`config.mk`:
```
export PLATFORM = sky130hd
export DESIGN_NAME = cobs_decode_wrapper_flat
export DESIGN_NICKNAME = d
export VERILOG_FILES = /design/src/rtl/cobs_decode_wrapper_if.sv /design/src/rtl/cobs_decode_wrapper.sv /design/src/flat_wrapper.sv
export SDC_FILE = /design/constraint.sdc
export NUM_CORES = 1
export LEC_CHECK = 0
export CORE_MARGIN = 1
export CORE_UTILIZATION = 35
export DETAILED_ROUTE_END_ITERATION = 10
export SYNTH_ARGS = -nofsm -noshare
export SYNTH_HDL_FRONTEND = slang
export SYNTH_SLANG_ARGS = --single-unit
```
`constraint.sdc`:
```
create_clock -name clk -period 1.9 [get_ports clk]
set_input_delay 0.19 -clock clk [delete_from_list [all_inputs] [get_ports clk]]
set_output_delay 0.19 -clock clk [all_outputs]
set_load 0.02 [all_outputs]
```
`src/rtl/cobs_decode_wrapper_if.sv`:
```
// ---------------------------------------------------------------------------
// cobs_decode_wrapper_if
//   Byte-wide AXI-Stream bundle used on both sides of the COBS decoder.
//
//   Signals : tdata  - stream byte
//             tvalid - byte valid
//             tready - sink accepts byte
//             tlast  - last byte of frame
//             tuser  - frame error (qualified by tlast)
//   Modports: master - drives tdata/tvalid/tlast/tuser, receives tready
//             slave  - receives tdata/tvalid/tlast/tuser, drives tready
// ---------------------------------------------------------------------------
interface cobs_decode_wrapper_if #(
    parameter int DATA_WIDTH = 8
);
    logic [DATA_WIDTH-1:0] tdata;
    logic                  tvalid;
    logic                  tready;
    logic                  tlast;
    logic                  tuser;

    modport master (
        output tdata,
        output tvalid,
        output tlast,
        output tuser,
        input  tready
    );

    modport slave (
        input  tdata,
        input  tvalid,
        input  tlast,
        input  tuser,
        output tready
    );
endinterface

```
`src/rtl/cobs_decode_wrapper.sv`:
```
// ---------------------------------------------------------------------------
// cobs_decode_wrapper
//   Streaming COBS decoder. Consumes COBS-encoded bytes (0x00 = frame
//   delimiter) and emits the raw payload with tlast on the final byte of
//   each frame and tuser=1 on that byte when the frame was malformed
//   (truncated block or payload longer than MAX_FRAME_LEN).
//
//   Ports:
//     clk        system clock
//     rst        asynchronous active-low reset (release synchronously)
//     s_axis     slave stream of encoded bytes (tlast/tuser ignored)
//     m_axis     master stream of decoded bytes
//     err_count  [15:0] saturating malformed/empty frame count
//                (present only when COBS_DECODE_ERR_CNT_EN is defined)
//
//   Optional feature macro: COBS_DECODE_ERR_CNT_EN
//
//   Each decoded byte is parked in a one-entry hold register and only
//   forwarded when the next decoded byte or the delimiter arrives, so the
//   delimiter can tag the true last byte with tlast.
// ---------------------------------------------------------------------------
module cobs_decode_wrapper #(
    parameter int DATA_WIDTH    = 8,
    parameter int MAX_FRAME_LEN = 1024
) (
    input  logic                  clk,
    input  logic                  rst,
    cobs_decode_wrapper_if.slave  s_axis,
    cobs_decode_wrapper_if.master m_axis
`ifdef COBS_DECODE_ERR_CNT_EN
    ,
    output logic [15:0]           err_count
`endif
);

    generate
        if (DATA_WIDTH != 8) begin : g_width_check
            $fatal(1, "cobs_decode_wrapper: DATA_WIDTH must be 8");
        end
        if (MAX_FRAME_LEN < 2 || MAX_FRAME_LEN > 65535) begin : g_len_check
            $fatal(1, "cobs_decode_wrapper: MAX_FRAME_LEN must be 2..65535");
        end
    endgenerate

    localparam logic [15:0] MAX_LEN = 16'(MAX_FRAME_LEN);

    typedef enum logic {
        ST_EXPECT_CODE = 1'b0,
        ST_DATA        = 1'b1
    } state_t;

    // Registered state
    state_t      state_reg,        state_next;
    logic [7:0]  remaining_reg,    remaining_next;
    logic        block_max_reg,    block_max_next;
    logic        pending_zero_reg, pending_zero_next;
    logic        code_seen_reg,    code_seen_next;
    logic        frame_err_reg,    frame_err_next;
    logic [15:0] len_reg,          len_next;
    logic        hold_valid_reg,   hold_valid_next;
    logic [7:0]  hold_data_reg,    hold_data_next;
    logic        out_valid_reg,    out_valid_next;
    logic [7:0]  out_data_reg,     out_data_next;
    logic        out_last_reg,     out_last_next;
    logic        out_user_reg,     out_user_next;
`ifdef COBS_DECODE_ERR_CNT_EN
    logic [15:0] err_cnt_reg,      err_cnt_next;
`endif

    // Combinational helpers
    logic       s_ready;
    logic       accept;
    logic [7:0] in_byte;
    logic       in_zero;
    logic       push_req;
    logic [7:0] push_byte;
    logic       push_take;
    logic       push_drop;
    logic       len_full;
    logic       delim;
    logic       trunc;
    logic       end_err;

    // Framing is by 0x00 only; upstream tlast/tuser carry no meaning here.
    logic unused_inputs;
    assign unused_inputs = s_axis.tlast ^ s_axis.tuser;

    assign in_byte = s_axis.tdata;
    assign in_zero = (in_byte == 8'h00);
    assign s_ready = !out_valid_reg || m_axis.tready;
    assign accept  = s_axis.tvalid && s_ready;

    // ------------------------------------------------------------------
    // Next-state logic
    // ------------------------------------------------------------------
    always_comb begin : next_state_comb
        state_next = state_reg;
        if (accept) begin
            if (in_zero) begin
                state_next = ST_EXPECT_CODE;
            end else if (state_reg == ST_EXPECT_CODE) begin
                // Code 0x01 carries no data bytes, so the next byte is a code.
                state_next = (in_byte == 8'h01) ? ST_EXPECT_CODE : ST_DATA;
            end else if (remaining_reg == 8'd1) begin
                state_next = ST_EXPECT_CODE;
            end
        end
    end

    // ------------------------------------------------------------------
    // Datapath / output logic
    // ------------------------------------------------------------------
    always_comb begin : output_comb
        push_req          = 1'b0;
        push_byte         = 8'h00;
        delim             = 1'b0;
        trunc             = 1'b0;
        remaining_next    = remaining_reg;
        block_max_next    = block_max_reg;
        pending_zero_next = pending_zero_reg;
        code_seen_next    = code_seen_reg;

        if (accept) begin
            if (in_zero) begin
                delim             = 1'b1;
                trunc             = (state_reg == ST_DATA);
                // The implicit zero after the final block is never emitted.
                pending_zero_next = 1'b0;
                code_seen_next    = 1'b0;
            end else if (state_reg == ST_EXPECT_CODE) begin
                // A new code byte proves the previous block's implied zero
                // was real payload, so it is materialised now.
                push_req          = pending_zero_reg;
                push_byte         = 8'h00;
                remaining_next    = in_byte - 8'd1;
                block_max_next    = (in_byte == 8'hFF);
                pending_zero_next = (in_byte == 8'h01);
                code_seen_next    = 1'b1;
            end else begin
                push_req       = 1'b1;
                push_byte      = in_byte;
                remaining_next = remaining_reg - 8'd1;
                if (remaining_reg == 8'd1) begin
                    // 0xFF blocks have no implied trailing zero.
                    pending_zero_next = !block_max_reg;
                end
            end
        end

        len_full  = (len_reg >= MAX_LEN);
        push_take = push_req && !len_full;
        push_drop = push_req && len_full;
        end_err   = frame_err_reg || trunc;

        frame_err_next = delim ? 1'b0 : (frame_err_reg || push_drop);
        len_next       = delim ? 16'd0 : (push_take ? len_reg + 16'd1 : len_reg);

        hold_valid_next = hold_valid_reg;
        hold_data_next  = hold_data_reg;
        if (delim) begin
            hold_valid_next = 1'b0;
        end else if (push_take) begin
            hold_valid_next = 1'b1;
            hold_data_next  = push_byte;
        end

        // accept implies the output register is free this cycle, so a load
        // never overwrites a byte the sink has not taken.
        out_valid_next = out_valid_reg;
        out_data_next  = out_data_reg;
        out_last_next  = out_last_reg;
        out_user_next  = out_user_reg;
        if (hold_valid_reg && (delim || push_take)) begin
            out_valid_next = 1'b1;
            out_data_next  = hold_data_reg;
            out_last_next  = delim;
            out_user_next  = delim && end_err;
        end else if (m_axis.tready) begin
            out_valid_next = 1'b0;
        end

`ifdef COBS_DECODE_ERR_CNT_EN
        err_cnt_next = err_cnt_reg;
        if (delim && (end_err || (!hold_valid_reg && code_seen_reg)) &&
            (err_cnt_reg != 16'hFFFF)) begin
            err_cnt_next = err_cnt_reg + 16'd1;
        end
`endif
    end

    // ------------------------------------------------------------------
    // State register
    // ------------------------------------------------------------------
    always_ff @(posedge clk or negedge rst) begin : state_reg_proc
        if (!rst) begin
            state_reg        <= ST_EXPECT_CODE;
            remaining_reg    <= 8'd0;
            block_max_reg    <= 1'b0;
            pending_zero_reg <= 1'b0;
            code_seen_reg    <= 1'b0;
            frame_err_reg    <= 1'b0;
            len_reg          <= 16'd0;
            hold_valid_reg   <= 1'b0;
            hold_data_reg    <= 8'h00;
            out_valid_reg    <= 1'b0;
            out_data_reg     <= 8'h00;
            out_last_reg     <= 1'b0;
            out_user_reg     <= 1'b0;
`ifdef COBS_DECODE_ERR_CNT_EN
            err_cnt_reg      <= 16'd0;
`endif
        end else begin
            state_reg        <= state_next;
            remaining_reg    <= remaining_next;
            block_max_reg    <= block_max_next;
            pending_zero_reg <= pending_zero_next;
            code_seen_reg    <= code_seen_next;
            frame_err_reg    <= frame_err_next;
            len_reg          <= len_next;
            hold_valid_reg   <= hold_valid_next;
            hold_data_reg    <= hold_data_next;
            out_valid_reg    <= out_valid_next;
            out_data_reg     <= out_data_next;
            out_last_reg     <= out_last_next;
            out_user_reg     <= out_user_next;
`ifdef COBS_DECODE_ERR_CNT_EN
            err_cnt_reg      <= err_cnt_next;
`endif
        end
    end

    assign s_axis.tready = s_ready;
    assign m_axis.tvalid = out_valid_reg;
    assign m_axis.tdata  = out_data_reg;
    assign m_axis.tlast  = out_last_reg;
    assign m_axis.tuser  = out_user_reg;
`ifdef COBS_DECODE_ERR_CNT_EN
    assign err_count     = err_cnt_reg;
`endif

endmodule

```
`src/flat_wrapper.sv`:
```
// flat-port wrapper written by rule: the top's interface ports become plain ports
module cobs_decode_wrapper_flat 
#(
    parameter int DATA_WIDTH    = 8,
    parameter int MAX_FRAME_LEN = 1024
)
  (clk, rst, s_axis_tdata, s_axis_tvalid, s_axis_tlast, s_axis_tuser, s_axis_tready, m_axis_tdata, m_axis_tvalid, m_axis_tlast, m_axis_tuser, m_axis_tready);
  cobs_decode_wrapper_if #(.DATA_WIDTH(DATA_WIDTH)) s_axis_i ();
  cobs_decode_wrapper_if #(.DATA_WIDTH(DATA_WIDTH)) m_axis_i ();
  input  logic clk;
  input  logic rst;
  input wire logic [$bits(s_axis_i.tdata)-1:0] s_axis_tdata;
  input wire logic [$bits(s_axis_i.tvalid)-1:0] s_axis_tvalid;
  input wire logic [$bits(s_axis_i.tlast)-1:0] s_axis_tlast;
  input wire logic [$bits(s_axis_i.tuser)-1:0] s_axis_tuser;
  output wire logic [$bits(s_axis_i.tready)-1:0] s_axis_tready;
  output wire logic [$bits(m_axis_i.tdata)-1:0] m_axis_tdata;
  output wire logic [$bits(m_axis_i.tvalid)-1:0] m_axis_tvalid;
  output wire logic [$bits(m_axis_i.tlast)-1:0] m_axis_tlast;
  output wire logic [$bits(m_axis_i.tuser)-1:0] m_axis_tuser;
  input wire logic [$bits(m_axis_i.tready)-1:0] m_axis_tready;
  assign s_axis_i.tdata = s_axis_tdata;
  assign s_axis_i.tvalid = s_axis_tvalid;
  assign s_axis_i.tlast = s_axis_tlast;
  assign s_axis_i.tuser = s_axis_tuser;
  assign s_axis_tready = s_axis_i.tready;
  assign m_axis_tdata = m_axis_i.tdata;
  assign m_axis_tvalid = m_axis_i.tvalid;
  assign m_axis_tlast = m_axis_i.tlast;
  assign m_axis_tuser = m_axis_i.tuser;
  assign m_axis_i.tready = m_axis_tready;
  cobs_decode_wrapper #(.DATA_WIDTH(DATA_WIDTH), .MAX_FRAME_LEN(MAX_FRAME_LEN)) u_core (.clk(clk), .rst(rst), .s_axis(s_axis_i), .m_axis(m_axis_i));
endmodule
```
==> flow_summary.toml, run 1 <==
[run_status]
outcome = "finished clean"

[floorplanning]
dieArea_sq_um = 7700
num_rows = 30
start_util = 0.371
io_pins = 26
core-area_sq_um = 6940
die_h_um = 87.8
die_x_um = 87.8

[route]
post_drt_wl_per_cell_um = 16.0
wl_um = 6650
drt_first_iter_violations = 131
drtAntennaViolNets = 0
drc = 0
first_pass_iters = 4
vias = 2193
via_per_inst = 5.27

[synth]
synth_cells = 252
yosys.area_share.simple = 0.197
syn-cell-area_sq_um = 2570
ys_types = 52
synthXorXnorAreaFrac = 0.00680
ys_warn_count = 0
synth_area_per_cell_sq_um = 10.2
muxShareOfSynthArea = 0.0544
synth_top_family_by_area = "simple AND/OR/NAND/NOR gates"
ys_seq_elements = 48
synth-compound-area-share = 0.186
syn-num-nets = 273
yosysSeqAreaShare = 0.466
synth_adder_area_share = 0.0340

[finish]
drive_gt1_frac = 0.284
n_antenna_cell = 0
nFillCells = 647
final_common_cell = "dfrtp_1"
finalNetCount = 340
largest_reg_flops = 16
syn_to_final_growth_pct = 35.0
utilization = 0.501
mostFrequentLayoutCells = "dfrtp_1 (48), buf_4 (45), o21ai_0 (21)"

[pwr]
power_w = 0.00385
peakVddDrop_mv = 0.570
cellLeakagePower_nw = 1.53
power-per-cell-area_nw_per_um2 = 1110

[sta]
drv_slew = 0
finalSetupViolations = 0
fin_skew_ns = 0.00829
fmax_mhz = 530
hold_viol = 0
fin_crit_sh = 0.994
period_needed_ns = 1.89
tightest_slew_ns = 0.333
maxSlewHeadroom = 0.776
rsz0062_at_grt = "true"

[critical_path]
worstPathRequired_ns = 2.10
path_cells = "nor4_4 > and3_4 > o2111a_2 > clkbuf_16 > mux2_4"
crit_arrival_ns = 2.09
critPathKind = "flip-flop to flip-flop"
critPathCaptureType = "flip-flop"
cpPeakStageDelay_ns = 0.42
crit_slowest_cell = "dfrtp_1"
reg2reg_slack_ns = 0.01
start_kind = "flip-flop"
cp_max_fo = 4

[clock_tree]
clock_latency_ns = 0.31
path_clk_slew_ns = 0.10
cts_root_buf = "clkbuf_8"
cts.sinks = 48
clk_path_buf_depth = 2
cts_buffers = 5
htreeDepth = 2
cts_tree = "built"

[grt]
antenna_found_initial = 0
grt_max_degree = 49
overflow = 0
grt_pass1_wl_um = 10300
grt_pass1_vias = 2080
grt_usage = 0.174

[flow_run]
maxCapViolCount = 0

[placement]
place_congestion = 0.814
io_buffers = 23
hpwl_um = 4520

[hold_path]
hold_class = "input port to flip-flop"
[critical path: cells and delay by family, from the launching register on]
| family | cells | cell delay (ns) |
|---|---|---|
| compound gates | 1 | 0.26 |
| mux | 1 | 0.29 |
| simple gates | 2 | 0.65 |
| flops | 1 | 0.42 |
| buf+inv | 1 | 0.16 |
[through the flow]
| step | worst slack [ns] | std cells | instance area [sq um] | TNS [ns] | hold WS, ns |
|---|---|---|---|---|---|
| after CTS | 0.00437 | 405 | 3300 | 0 | 0.387 |
| final | 0.0117 | 416 | 3480 | 0 | 0.266 |
| after detailed placement | -0.411 | 395 | 3150 | -12.14 | 0.196 |
| after floorplan | 0.0299 | 252 | 2570 | 0 | -0.106 |
| after global placement | -0.389 | 395 | 3150 | -12.34 | 0.198 |
| after global routing | -0.0462 | 416 | 3480 | -0.312 | 0.298 |
[cells by family after synthesis]
family,count (synthesis)
AO/OA/AOI/OAI,74
XOR/XNOR,2
adder cells (fa/ha/maj),7
buffers and inverters,26
flip-flops,48
multiplexers,10
AND/OR/NAND/NOR,85
[layer usage]
metal | wire length, um | GRT usage | part of all wire | vias to the layer above
li1 | - | - | - | 1081
met2 | 3200 | 0.281 | 0.48 | 26
met1 | 3200 | 0.238 | 0.48 | 1076
met5 | 0 | 0 | 0 | -
met4 | 105 | 0.0581 | 0.016 | 0
met3 | 151 | 0.0292 | 0.023 | 10
[report_power, final]
part	switching, W	internal, W	total [W]
clock	0.000365	0.000431	0.000796
combinational	0.000711	0.000766	0.00148
sequential	0.000247	0.00133	0.00157
[Yosys cell counts (all sizes together)]
master	n	area share
nand4	7	0.017
clkbuf	7	0.010
nor4	3	0.016
o2111a	1	0.0044
nor2b	1	0.0024
a211o	1	0.0034
a22o	1	0.0034
buf	9	0.031
or4b	1	0.0039
nand2b	1	0.0024
o311ai	1	0.0034
o211ai	5	0.020
a2bb2oi	1	0.0034
xor2	1	0.0034
or3b	2	0.0068
or4	10	0.032
and2	6	0.015
and3	2	0.0049
or2	2	0.0049
nor2	6	0.0097
ha	7	0.034
nor3b	1	0.0029
nand3	13	0.025
a31oi	1	0.0024
a31o	1	0.0034
clkinv	1	0.0015
a21oi	15	0.029
o41ai	3	0.010
inv	9	0.013
o31ai	10	0.029
xnor2	1	0.0034
or3	5	0.012
a211oi	1	0.0029
nand4b	1	0.0034
nand2	19	0.028
and4	1	0.0034
mux2i	2	0.0078
a32o	3	0.012
dfrtp	48	0.47
mux2	8	0.047
o22ai	2	0.0049
o21ai	28	0.054
nor3	4	0.0078
[what timing repair did]
| item | 4_1_cts | 5_1_grt |
|---|---|---|
| hold buffers | 1 | 0 |
| gates resized for setup | 6 | 15 |
| buffers inserted | 1 | 9 |
| endpoints found under the hold margin | 48 | 0 |
| setup endpoints to repair | 12 | 34 |
| pin swaps | 2 | 9 |
| gates cloned | 0 | 2 |
[final timing paths]
| check | cells past startpoint | endpoint | start |
|---|---|---|---|
| setup / recovery | 5 | u_core.m_axis.tdata[7] | u_core.len_reg[11] |
| setup reg to reg | 5 | u_core.m_axis.tdata[7] | u_core.len_reg[11] |
| max in group asynchronous | 3 | u_core.hold_data_reg[6] | rst |
| hold / removal | 4 | u_core.hold_data_reg[0] | s_axis_tdata[0] |
| min in group asynchronous | 3 | u_core.len_reg[13] | rst |
| hold reg to reg | 1 | u_core.pending_zero_reg | u_core.pending_zero_reg |
[cell type report]
class	count	area, sq um	area share
Clock buffer	6	82.6	0.0238
Clock inverter	2	38.8	0.0112
Inverter	10	37.5	0.0108
Multi-Input combinational cell	179	1300	0.375
Sequential cell	48	1200	0.346
Tap cell	96	120	0.0346
Timing Repair Buffer	75	693	0.199
(Power assumes the default switching activity.)
==> run 2: changes to the inputs <==
--- a/config.mk
+++ b/config.mk
@@ -8,6 +8,8 @@
 export CORE_MARGIN = 1
 export CORE_UTILIZATION = 35
 export DETAILED_ROUTE_END_ITERATION = 10
+export SKIP_LAST_GASP = 1
+export SLEW_MARGIN = 10
 export SYNTH_ARGS = -nofsm -noshare
 export SYNTH_HDL_FRONTEND = slang
 export SYNTH_SLANG_ARGS = --single-unit
==> run 2 against run 1 <==
Net effect: first-iteration DRC count is 24% lower; non-clock buffer count stayed put; largest cell class unchanged; critical endpoint unchanged; register-to-register slack hardly changed; clock skew is 0.00068 ns lower; largest power group unchanged; highest routed layer unchanged; fmax hardly changed; final area shrank 0.11%; combinational power about the same; critical path depth stayed put; worst setup slack gained 0.0017 ns; sequential power is essentially flat.
==> flow_summary.toml, run 2 (synthesis results as in run 1) <==
[run_status]
outcome = "finished clean"

[sta]
fin_skew_ns = 0.00761
fin_crit_sh = 0.993
fmax_mhz = 530
hold_viol = 0
maxSlewHeadroom = 0.778
setup_ws_ns = 0.0134
drv_slew = 0
tightest_slew_ns = 0.331
period_needed_ns = 1.89
hold_ws_ns = 0.266
rsz0062_at_grt = "true"
finalSetupViolations = 0

[critical_path]
critPathCaptureType = "flip-flop"
worstPathRequired_ns = 2.10
critPathKind = "flip-flop to flip-flop"
crit_arrival_ns = 2.09
cp_max_fo = 4
start_kind = "flip-flop"

[floorplanning]
die_h_um = 87.8
io_pins = 26
start_util = 0.371
num_rows = 30
core-area_sq_um = 6940
die_x_um = 87.8
dieArea_sq_um = 7700

[flow_run]
maxCapViolCount = 0

[finish]
multi_input_area_sq_um = 1300
regArea_sq_um = 1200
nFillCells = 647
n_antenna_cell = 0
mostFrequentLayoutCells = "dfrtp_1 (48), buf_4 (45), o21ai_0 (21)"
utilization = 0.500
drive_gt1_frac = 0.281
syn_to_final_growth_pct = 34.8
largest_reg_flops = 16
finalNetCount = 340
final_common_cell = "dfrtp_1"

[grt]
grt_use_met1 = 0.238
grt_max_degree = 49
overflow = 0
busiest_layer = "met2"
grt_pass1_wl_um = 10300
antenna_found_initial = 0
use_met3 = 0.0292
grtUsageMet2 = 0.281
grt_usage = 0.174
grt_pass1_vias = 2080

[route]
first_pass_iters = 4
via_per_inst = 5.28
drtAntennaViolNets = 0
drc = 0
post_drt_wl_per_cell_um = 16.0
vias = 2196
drt_first_iter_violations = 100
wl_um = 6670

[pwr]
cellLeakagePower_nw = 1.52
power_w = 0.00385
power-per-cell-area_nw_per_um2 = 1110
peakVddDrop_mv = 0.572

[placement]
hpwl_um = 4520
pre_cts_slack_ns = -0.411
io_buffers = 23
place_congestion = 0.814

[clock_tree]
htreeDepth = 2
cts.sinks = 48
clock_latency_ns = 0.31
cts_buffers = 5
cts_tree = "built"
path_clk_slew_ns = 0.10
cts_root_buf = "clkbuf_8"
clk_path_buf_depth = 2

[hold_path]
hold_class = "input port to flip-flop"
-- run 2: cell counts in the layout (fill, tap and decap cells not counted) --
No cell type changed its count.
-- run 2: what timing repair did --
action                                 in CTS  in global routing
pin swaps                                   2                  8
endpoints found under the hold margin      48                  0
setup endpoints to repair                  12                 34
hold buffers                                1                  0
setup buffers                               1                  9
gates cloned                                0                  2
resized for setup                           6                 14
-- run 2: final cells by class --
type | count | area share
tap | 96 | 0.0346
inverter | 10 | 0.0108
sequential | 48 | 0.346
clock buffer | 6 | 0.0238
multi-input combinational | 179 | 0.374
timing repair buffer | 75 | 0.200
clock inverter | 2 | 0.0112
-- run 2: worst paths after layout --
check | depth (start not counted) | end | startpoint | slack, ns
worst min register to register | 1 | u_core.pending_zero_reg | u_core.pending_zero_reg | 0.49
worst max-delay path | 5 | u_core.m_axis.tdata[7] | u_core.len_reg[11] | 0.01
worst min-delay path | 4 | u_core.hold_data_reg[0] | s_axis_tdata[0] | 0.27
worst max register to register | 5 | u_core.m_axis.tdata[7] | u_core.len_reg[11] | 0.01
max in group asynchronous | 3 | u_core.hold_data_reg[5] | rst | 1.28
min in group asynchronous | 3 | u_core.len_reg[13] | rst | 0.39
-- run 2: routing by layer --
| layer | part of all wire | vias to the layer above |
|---|---|---|
| li1 | - | 1080 |
| met3 | 0.023 | 10 |
| met5 | 0 | - |
| met1 | 0.48 | 1078 |
| met4 | 0.016 | 0 |
| met2 | 0.48 | 28 |
-- run 2: stage by stage --
| step | instance area, sq um | std cells | setup TNS [ns] |
|---|---|---|---|
| finish | 3470 | 416 | 0 |
| global route | 3470 | 416 | -0.343 |
| CTS | 3300 | 405 | 0 |
| detailed placement | 3150 | 395 | -12.14 |
| global placement | 3150 | 395 | -12.34 |
| floorplan | 2570 | 252 | 0 |
-- run 2: power breakdown --
group | total, W | switching [W] | internal, W
logic | 0.00147 | 0.000710 | 0.000762
registers | 0.00157 | 0.000247 | 0.00133
clock network | 0.000802 | 0.000371 | 0.000431
-- run 2: critical path, cell delays in order, from the launching register on --
cell and delay (ns):
dfrtp_1 0.42, nor4_4 0.39, and3_4 0.26, o2111a_2 0.26, clkbuf_16 0.16, mux2_4 0.29
